**src/rtl/bcd_scan_display.sv**
```systemverilog
// rtl/bcd_scan_display.sv - multiplexed 7-segment scanner for a packed BCD bus
// One digit lit per slot, with ghost blanking, leading-zero blanking and a per-frame snapshot.
module bcd_scan_display #(
    parameter int NDIG      = 4,
    parameter int SCAN_DIV  = 1000,
    parameter int BLANK_CYC = 16
) (
    input  logic                    ck,
    input  logic                    r0_n,
    input  logic                    en,
    input  logic [4*NDIG-1:0]       bcd,
    input  logic [NDIG-1:0]         dp,
    input  logic                    lzb,
    output logic [6:0]              seg,
    output logic                    seg_dp,
    output logic [NDIG-1:0]         an_n,
    output logic [$clog2(NDIG)-1:0] slot
);

    localparam int CW = $clog2(SCAN_DIV);
    localparam int SW = $clog2(NDIG);

    logic [CW-1:0]     r_cnt;
    logic [SW-1:0]     r_slot;
    logic [4*NDIG-1:0] r_snap;
    logic [NDIG-1:0]   r_snap_dp;
    logic [6:0]        r_seg;
    logic              r_seg_dp;
    logic [NDIG-1:0]   r_an_n;

    logic [4*NDIG-1:0] w_hi;
    logic [3:0]        w_digit;
    logic [6:0]        w_seg_code;
    logic              w_guard;
    logic              w_blank;
    logic              w_dp_bit;
    logic [NDIG-1:0]   w_an;
    logic              w_cnt_last;
    logic              w_slot_last;
    logic              w_frame_start;

    always_comb begin
        // Shifting the current digit down to bit 0 also exposes everything above it:
        // if the shifted bus is zero, this digit and all more significant ones are zero.
        w_hi          = r_snap >> {r_slot, 2'b00};
        w_digit       = w_hi[3:0];
        w_guard       = (r_cnt < CW'(BLANK_CYC));
        w_blank       = lzb && (r_slot != '0) && (w_hi == '0);
        w_dp_bit      = r_snap_dp[r_slot];
        w_an          = ~(NDIG'(1) << r_slot);
        w_cnt_last    = (r_cnt == CW'(SCAN_DIV - 1));
        w_slot_last   = (r_slot == SW'(NDIG - 1));
        w_frame_start = (r_slot == '0) && (r_cnt == '0);
        case (w_digit)
            4'd0:    w_seg_code = 7'h3F;
            4'd1:    w_seg_code = 7'h06;
            4'd2:    w_seg_code = 7'h5B;
            4'd3:    w_seg_code = 7'h4F;
            4'd4:    w_seg_code = 7'h66;
            4'd5:    w_seg_code = 7'h6D;
            4'd6:    w_seg_code = 7'h7D;
            4'd7:    w_seg_code = 7'h07;
            4'd8:    w_seg_code = 7'h7F;
            4'd9:    w_seg_code = 7'h6F;
            default: w_seg_code = 7'h40;
        endcase
    end

    always_ff @(posedge ck) begin
        if (!r0_n) begin
            r_cnt     <= '0;
            r_slot    <= '0;
            r_snap    <= '0;
            r_snap_dp <= '0;
            r_seg     <= '0;
            r_seg_dp  <= 1'b0;
            r_an_n    <= '1;
        end else if (!en) begin
            r_seg     <= '0;
            r_seg_dp  <= 1'b0;
            r_an_n    <= '1;
        end else begin
            if (w_guard || w_blank) begin
                r_seg    <= '0;
                r_seg_dp <= 1'b0;
                r_an_n   <= '1;
            end else begin
                r_seg    <= w_seg_code;
                r_seg_dp <= w_dp_bit;
                r_an_n   <= w_an;
            end
            if (w_cnt_last) begin
                r_cnt  <= '0;
                r_slot <= w_slot_last ? '0 : r_slot + 1'b1;
            end else begin
                r_cnt  <= r_cnt + 1'b1;
            end
            // Slot 0 count 0 is always dark, so the new snapshot is never displayed the same edge.
            if (w_frame_start) begin
                r_snap    <= bcd;
                r_snap_dp <= dp;
            end
        end
    end

    assign seg    = r_seg;
    assign seg_dp = r_seg_dp;
    assign an_n   = r_an_n;
    assign slot   = r_slot;

endmodule

```
**config.mk**
```make
export PLATFORM = sky130hd
export DESIGN_NAME = bcd_scan_display
export DESIGN_NICKNAME = d
export VERILOG_FILES = /design/src/rtl/bcd_scan_display.sv
export SDC_FILE = /design/constraint.sdc
export NUM_CORES = 1
export LEC_CHECK = 0
export ABC_AREA = 1
export CAP_MARGIN = 20
export CORE_UTILIZATION = 47
export DETAILED_ROUTE_END_ITERATION = 10
export PLACE_DENSITY = 0.74
export SYNTH_ARGS = -nofsm -noshare
export SYNTH_HDL_FRONTEND = slang
export SYNTH_SLANG_ARGS = --single-unit
```
**constraint.sdc**
```tcl
create_clock -name ck -period 2.2 [get_ports ck]
set_clock_uncertainty 0.2 [all_clocks]
set_input_delay 0.33 -clock ck [delete_from_list [all_inputs] [get_ports ck]]
set_output_delay 0.33 -clock ck [all_outputs]
set_load 0.1 [all_outputs]
```
==> results of run 1 <==
==> layout make-up <==
class | count | share of cell area [%]
clock buffers | 8 | 3.335
inverters | 27 | 3.752
multi-input cells | 223 | 42.71
flip-flops and latches | 44 | 32.89
repair buffers | 46 | 14.91
well taps | 52 | 2.409
==> sequential cells by signal, summed over array words and instances (netlist names) <==
name,cells
r_snap,16
r_cnt,10
seg,7
an_n,4
r_snap_dp,4
slot,2
seg_dp,1
==> through the flow <==
| step | total power [mW] | instance area, µm² | util, % | setup slack (ns) | cells |
|---|---|---|---|---|---|
| after detailed placement | 1.155 | 2589 | 58.65 | 0.08860 | 390 |
| after floorplan | 1.069 | 2185 | - | 0.02736 | 302 |
| after global routing | 1.755 | 2701 | 61.20 | 0.008868 | 400 |
| after global placement | 1.148 | 2589 | 58.65 | 0.1310 | 390 |
| final | 1.652 | 2701 | 61.20 | 0.1646 | 400 |
| after CTS | 1.669 | 2679 | 60.69 | 0.07859 | 398 |
==> layout by cell type (no fill, tap or decap), drive strengths merged, types with 6 or more instances in the layout <==
| cell | instances |
|---|---|
| clkdlybuf4s50 | 23 |
| a21oi | 9 |
| buf | 23 |
| o21ai | 26 |
| nor2 | 76 |
| nor3 | 6 |
| dfxtp | 44 |
| clkbuf | 8 |
| inv | 27 |
| nand3 | 20 |
| nand2 | 59 |
| ha | 12 |
==> layer usage <==
layer  global-route usage [%]  vias to the layer above
met2                    32.59                       39
met1                    23.68                      852
met4                    7.333                        0
met3                    4.762                        7
li1                         -                     1039
met5                        0                        -
==> worst max-delay path, cell delays in order (launching register included) <==
cell	delay (ns)
dfxtp_4	0.45
inv_2	0.11
buf_4	0.18
nand2_1	0.06
nand3_1	0.09
nand2_2	0.15
ha_1	0.19
nand3_1	0.07
nor2_1	0.14
nand2_2	0.12
nand2_4	0.12
nor2_1	0.06
==> how the worst max path moves through the flow <==
stage               startpoint  endpoint  slack (ns)  cells after the start
floorplan              slot[0]    seg[0]        0.03                     11
global placement       slot[0]    seg[0]        0.13                     10
detailed placement     slot[0]    seg[5]        0.09                     11
CTS                    slot[0]    seg[5]        0.08                     11
global route           slot[0]    seg[0]       0.009                     11
finish                 slot[0]    seg[5]        0.16                     11
==> power by group through the flow <==
stage / registers (mW) / clock network, mW / logic [mW]
final: 0.864 / 0.517 / 0.271
after global routing: 0.871 / 0.566 / 0.318
after CTS: 0.864 / 0.532 / 0.273
after detailed placement: 0.883 / 0 / 0.271
after global placement: 0.882 / 0 / 0.266
after floorplan: 0.873 / 0 / 0.195
==> repair_timing <==
item | 4_1_cts | 5_1_grt
hold buffers | 0 | 0
setup buffers | 0 | 2
resized for setup | 0 | 3
endpoints found under the setup margin | 0 | 14
==> kinds of logic after synthesis <==
logic type                 Yosys count  share of synthesized area [%]
xor gates and xnor gates             5                          2.011
AOI/OAI and AO/OA                   38                          9.023
and+or+nand+nor                    167                          34.25
adders and majority gates           12                          6.896
buffers and inverters               35                          6.896
DFF                                 44                          40.46
muxes                                1                         0.4598
==> impl_metrics.yaml, run 1 <==
run_status:
  status: "finished clean"
routing:
  route.met2.wl_mm: 1.989
  routed_via_density: 4.843
  drt_wl_total_mm: 4.270
  first_pass_iters: 5
  highest_layer: "met4"
  routedWlPerCell_um: 10.68
  final_antenna_net_count: 0
  route.detailed.drc: 0
  vias: 1937
  drt-initial-drc-count: 60
  wl_met1_mm: 2.052
  wl_met3_um: 166
timing:
  fin_crit_sh_pct: 92.52
  setup_viol: 0
  max_slew_margin_pct: 78.24
  hold_viol: 0
  tns_ns: 0
  worst_slew_pin_slew_ns: 0.3238
  maxSlewViolCount: 0
  min_period_ns: 2.035
  rsz0062_at_grt: "no"
  hold_ws_ns: 0.2901
  fmax_mhz: 491.3
grt:
  antenna_found_initial: 0
  grt_max_degree: 23
  grt_pass1_wl_mm: 7.555
  grt_pass1_vias: 1783
  globalRouteOverflowTotal: 0
  grt_use_total_pct: 19.32
pwr:
  power_frac_clock_pct: 31.3
  irDropWorstVdd_mv: 0.3775
  net-switching-power_mw: 0.4372
  p_int_mw: 1.215
  leakagePower_nw: 1.215
  seqPwrFrac_pct: 52.3
  powerDensity_nw_per_um2: 611.7
  p_sw_share_pct: 26.46
  comb_power_share_pct: 16.4
clock_network:
  numClockSinks: 44
  htree_num_levels: 2
  worstSkewPairLatency_ns: 0.29
  cts_made_buffers: 5
  root_buffer: "clkbuf_8"
  ctsLongestPathBuffers: 2
  cts.reportedPaths.clkPinSlew_ns: 0.08
  cts_tree: "built"
yosys:
  seq_area_frac_synth_pct: 40.46
  synth-seq-cells: 44
  synth_area_leaders: "dfxtp_1, nor2_1, nand2_1"
  async_reset_ff_share_pct: 0
  yosysTopAreaCell: "dfxtp_1"
  ys_types: 31
  avgSynthCellArea_um2: 7.209
  synth_warnings: 0
  yosysMostFrequentCell: "nor2_1"
  netlist_area_um2: 2177
  synth.top_cells.by_count: "nor2_1, nand2_1, dfxtp_1"
  synth_fp_nets: 338
  synth_top_area_share_pct: 40.46
  synth_edf_count: 0
  synthCells: 302
  synth_ff_type: "dfxtp_1"
placed_design:
  place_congestion: 0.8609
  place_hpwl_mm: 3.288
  port_buffers: 37
finish:
  drive_above_1_share_pct: 14.94
  layout.nets: 383
  diodes: 0
  fillerInstances: 422
  multi_input_area_um2: 1154
  syn_to_final_growth_pct: 24.08
  seqCellArea_um2: 888.4
floorplan:
  core_region_area_um2: 4414
  initial_core_util_pct: 49.32
  die_area_um2: 4908
  fp.dieW_um: 70.06
  io_pins: 38
  die_y_um: 70.06
  core.rowCount: 24
setup_path:
  timing.rr.start: "slot[0]"
  cp-start-kind: "flop"
  r2r_slack_ns: 0.16
  cp_max_fo: 16
  end_kind: "flop"
  crit_required_ns: 2.19
  worstSetupPathType: "reg -> reg"
  rr_endpoint: "seg[5]"
  reg2regPathDepth: 11
  crit_arrival_ns: 2.03
job:
  drv_cap: 0
hold_path:
  hold_depth: 2
  worstHoldEndpoint: "r_snap_dp[0]"
  hold_path_class: "reg -> reg"
  hold_start: "r_snap_dp[0]"
No activity file was read; power rests on OpenSTA's default activity.
==> run 2: changes to the inputs <==
--- a/config.mk
+++ b/config.mk
@@ -6,10 +6,9 @@
 export NUM_CORES = 1
 export LEC_CHECK = 0
 export ABC_AREA = 1
-export CAP_MARGIN = 20
 export CORE_UTILIZATION = 47
 export DETAILED_ROUTE_END_ITERATION = 10
-export PLACE_DENSITY = 0.74
+export PLACE_DENSITY = 0.72
 export SYNTH_ARGS = -nofsm -noshare
 export SYNTH_HDL_FRONTEND = slang
 export SYNTH_SLANG_ARGS = --single-unit
==> impl_metrics.yaml, run 2 (synthesis results as in run 1) <==
run_status:
  status: "finished clean"
routing:
  route.detailed.drc: 0
  first_pass_iters: 4
  vias: 1961
  routedWlPerCell_um: 11.13
  drt_wl_total_mm: 4.464
  final_antenna_net_count: 0
  drt-initial-drc-count: 51
  routed_via_density: 4.890
timing:
  maxSlewViolCount: 0
  setup_viol: 0
  worst_slew_pin_slew_ns: 0.3471
  min_period_ns: 2.034
  fin_crit_sh_pct: 92.48
  hold_viol: 0
  worst_slack_ns: 0.1655
  max_slew_margin_pct: 76.68
  rsz0062_at_grt: "no"
  fmax_mhz: 491.5
  tns_ns: 0
grt:
  antenna_found_initial: 0
  grt_use_total_pct: 19.93
  globalRouteOverflowTotal: 0
  grt_pass1_wl_mm: 7.741
  grt_max_degree: 23
  grt_pass1_vias: 1782
pwr:
  powerDensity_nw_per_um2: 626.6
  power.total_mw: 1.704
  leakagePower_nw: 1.232
  irDropWorstVdd_mv: 0.3620
setup_path:
  crit_path_start: "slot[0]"
  cp-endpoint: "seg[3]"
  rr_endpoint: "seg[3]"
  path_depth: 10
  timing.rr.start: "slot[0]"
  reg2regPathDepth: 10
  cp-start-kind: "flop"
  cp_max_fo: 12
  end_kind: "flop"
  crit_arrival_ns: 2.03
  crit_family: "simple AND/OR/NAND/NOR gates"
  critPathMaxStageDelay_ns: 0.40
  cp_slowest_cell: "dfxtp_4"
  crit_path_frequent_cell: "nor2_1"
  crit_chain: "or2_2 -> o211ai_1 -> o21ai_1 -> inv_2 -> ha_1 -> nand3_1 -> nor2_1 -> nand2_2 -> nand2_4 -> nor2_1"
  r2r_slack_ns: 0.17
  worstSetupPathType: "reg -> reg"
  crit_required_ns: 2.20
  crit_buf_inv: 1
clock_network:
  cts.reportedPaths.clkPinSlew_ns: 0.08
  root_buffer: "clkbuf_8"
  postCtsHoldBufs: 0
  ctsLongestPathBuffers: 2
  cts_tree: "built"
  cts_made_buffers: 5
  htree_num_levels: 2
  numClockSinks: 44
  worstSkewPairLatency_ns: 0.31
placed_design:
  place_hpwl_mm: 3.179
  dpl.cell_count: 387
  place_congestion: 0.8652
  dp_slack_ns: 0.05338
  port_buffers: 37
floorplan:
  io_pins: 38
  initial_core_util_pct: 49.32
  core.rowCount: 24
  fp.dieW_um: 70.06
  die_area_um2: 4908
  die_y_um: 70.06
  core_region_area_um2: 4414
finish:
  mostFrequentLayoutCells: "nor2_1, nand2_1, dfxtp_1, o21ai_0, buf_4"
  syn_to_final_growth_pct: 24.89
  fillerInstances: 439
  stdcell_count: 401
  final_util_pct: 61.59
  layout.nets: 384
  layout_commonest_cell: "nor2_1"
  top_register: "r_snap"
  diodes: 0
  largest_reg_flops: 16
  drive_above_1_share_pct: 15.19
hold_path:
  hold_path_class: "reg -> reg"
job:
  drv_cap: 0
-- run 2: changes by cell type in the layout (fill, tap and decap cells not counted) --
cell,change
nand2_1,+1
clkbuf_1,-1
nand2_2,-1
clkbuf_8,-1
buf_4,+1
clkbuf_16,+1
clkinv_2,+1
-- run 2: metrics by stage --
step / cell area [µm²] / hold WS [ns]
2_1_floorplan: 2185 / 0.2472
3_3_place_gp: 2566 / 0.2663
3_5_place_dp: 2566 / 0.2664
4_1_cts: 2669 / 0.2856
5_1_grt: 2719 / 0.3142
6_report: 2719 / 0.2819
-- run 2: per-layer routing --
| metal | vias to the layer above | global-route usage (%) | wire length (µm) | share of wire [%] |
|---|---|---|---|---|
| met2 | 41 | 32.69 | 2077 | 47 |
| met4 | 0 | 9.111 | 91 | 2.0 |
| met3 | 8 | 5.051 | 168 | 3.8 |
| met1 | 866 | 24.50 | 2127 | 48 |
| li1 | 1046 | - | - | - |
| met5 | - | 0 | 0 | 0 |
-- run 2: cell type report --
type	count	area, µm²	share of cell area [%]
tap	52	65.06	2.393
inverter	27	101.3	3.728
timing repair buffer	47	410.4	15.09
multi-input combinational	223	1151	42.34
sequential	44	888.4	32.67
clock inverter	1	5.005	0.1841
clock buffer	7	97.59	3.590
-- run 2: worst min-delay path by stage --
stage                              end  slack [ns]         start  cells past startpoint
after floorplan              r_snap[0]        0.25     r_snap[0]                      2
after global placement    r_snap_dp[3]        0.27  r_snap_dp[3]                      2
after detailed placement     r_snap[0]        0.27     r_snap[0]                      2
after CTS                    r_snap[0]        0.29     r_snap[0]                      2
after global routing      r_snap_dp[1]        0.31  r_snap_dp[1]                      2
final                        r_snap[0]        0.28     r_snap[0]                      2
-- run 2: tightest hold or removal path: stages (launching register included) --
cell and delay, ns:
dfxtp_1 0.32, nor2_1 0.05, nor2_1 0.08
-- run 2: timing repair --
item | 4_1_cts | 5_1_grt
resized for setup | 0 | 2
setup endpoints to repair | 0 | 8
buffers inserted | 0 | 6
-- run 2: where the power goes --
group / total, mW / internal (mW) / switching (mW)
logic: 0.272 / 0.124 / 0.148
registers: 0.864 / 0.834 / 0.0306
clock network: 0.567 / 0.291 / 0.276
==> run 3: changes to the inputs <==
--- a/config.mk
+++ b/config.mk
@@ -9,6 +9,7 @@
 export CORE_UTILIZATION = 47
 export DETAILED_ROUTE_END_ITERATION = 10
 export PLACE_DENSITY = 0.72
+export SKIP_CTS_REPAIR_TIMING = 1
 export SYNTH_ARGS = -nofsm -noshare
 export SYNTH_HDL_FRONTEND = slang
 export SYNTH_SLANG_ARGS = --single-unit
==> results of run 3 <==
Final layout, timing and power as in run 2 (identical DEF).
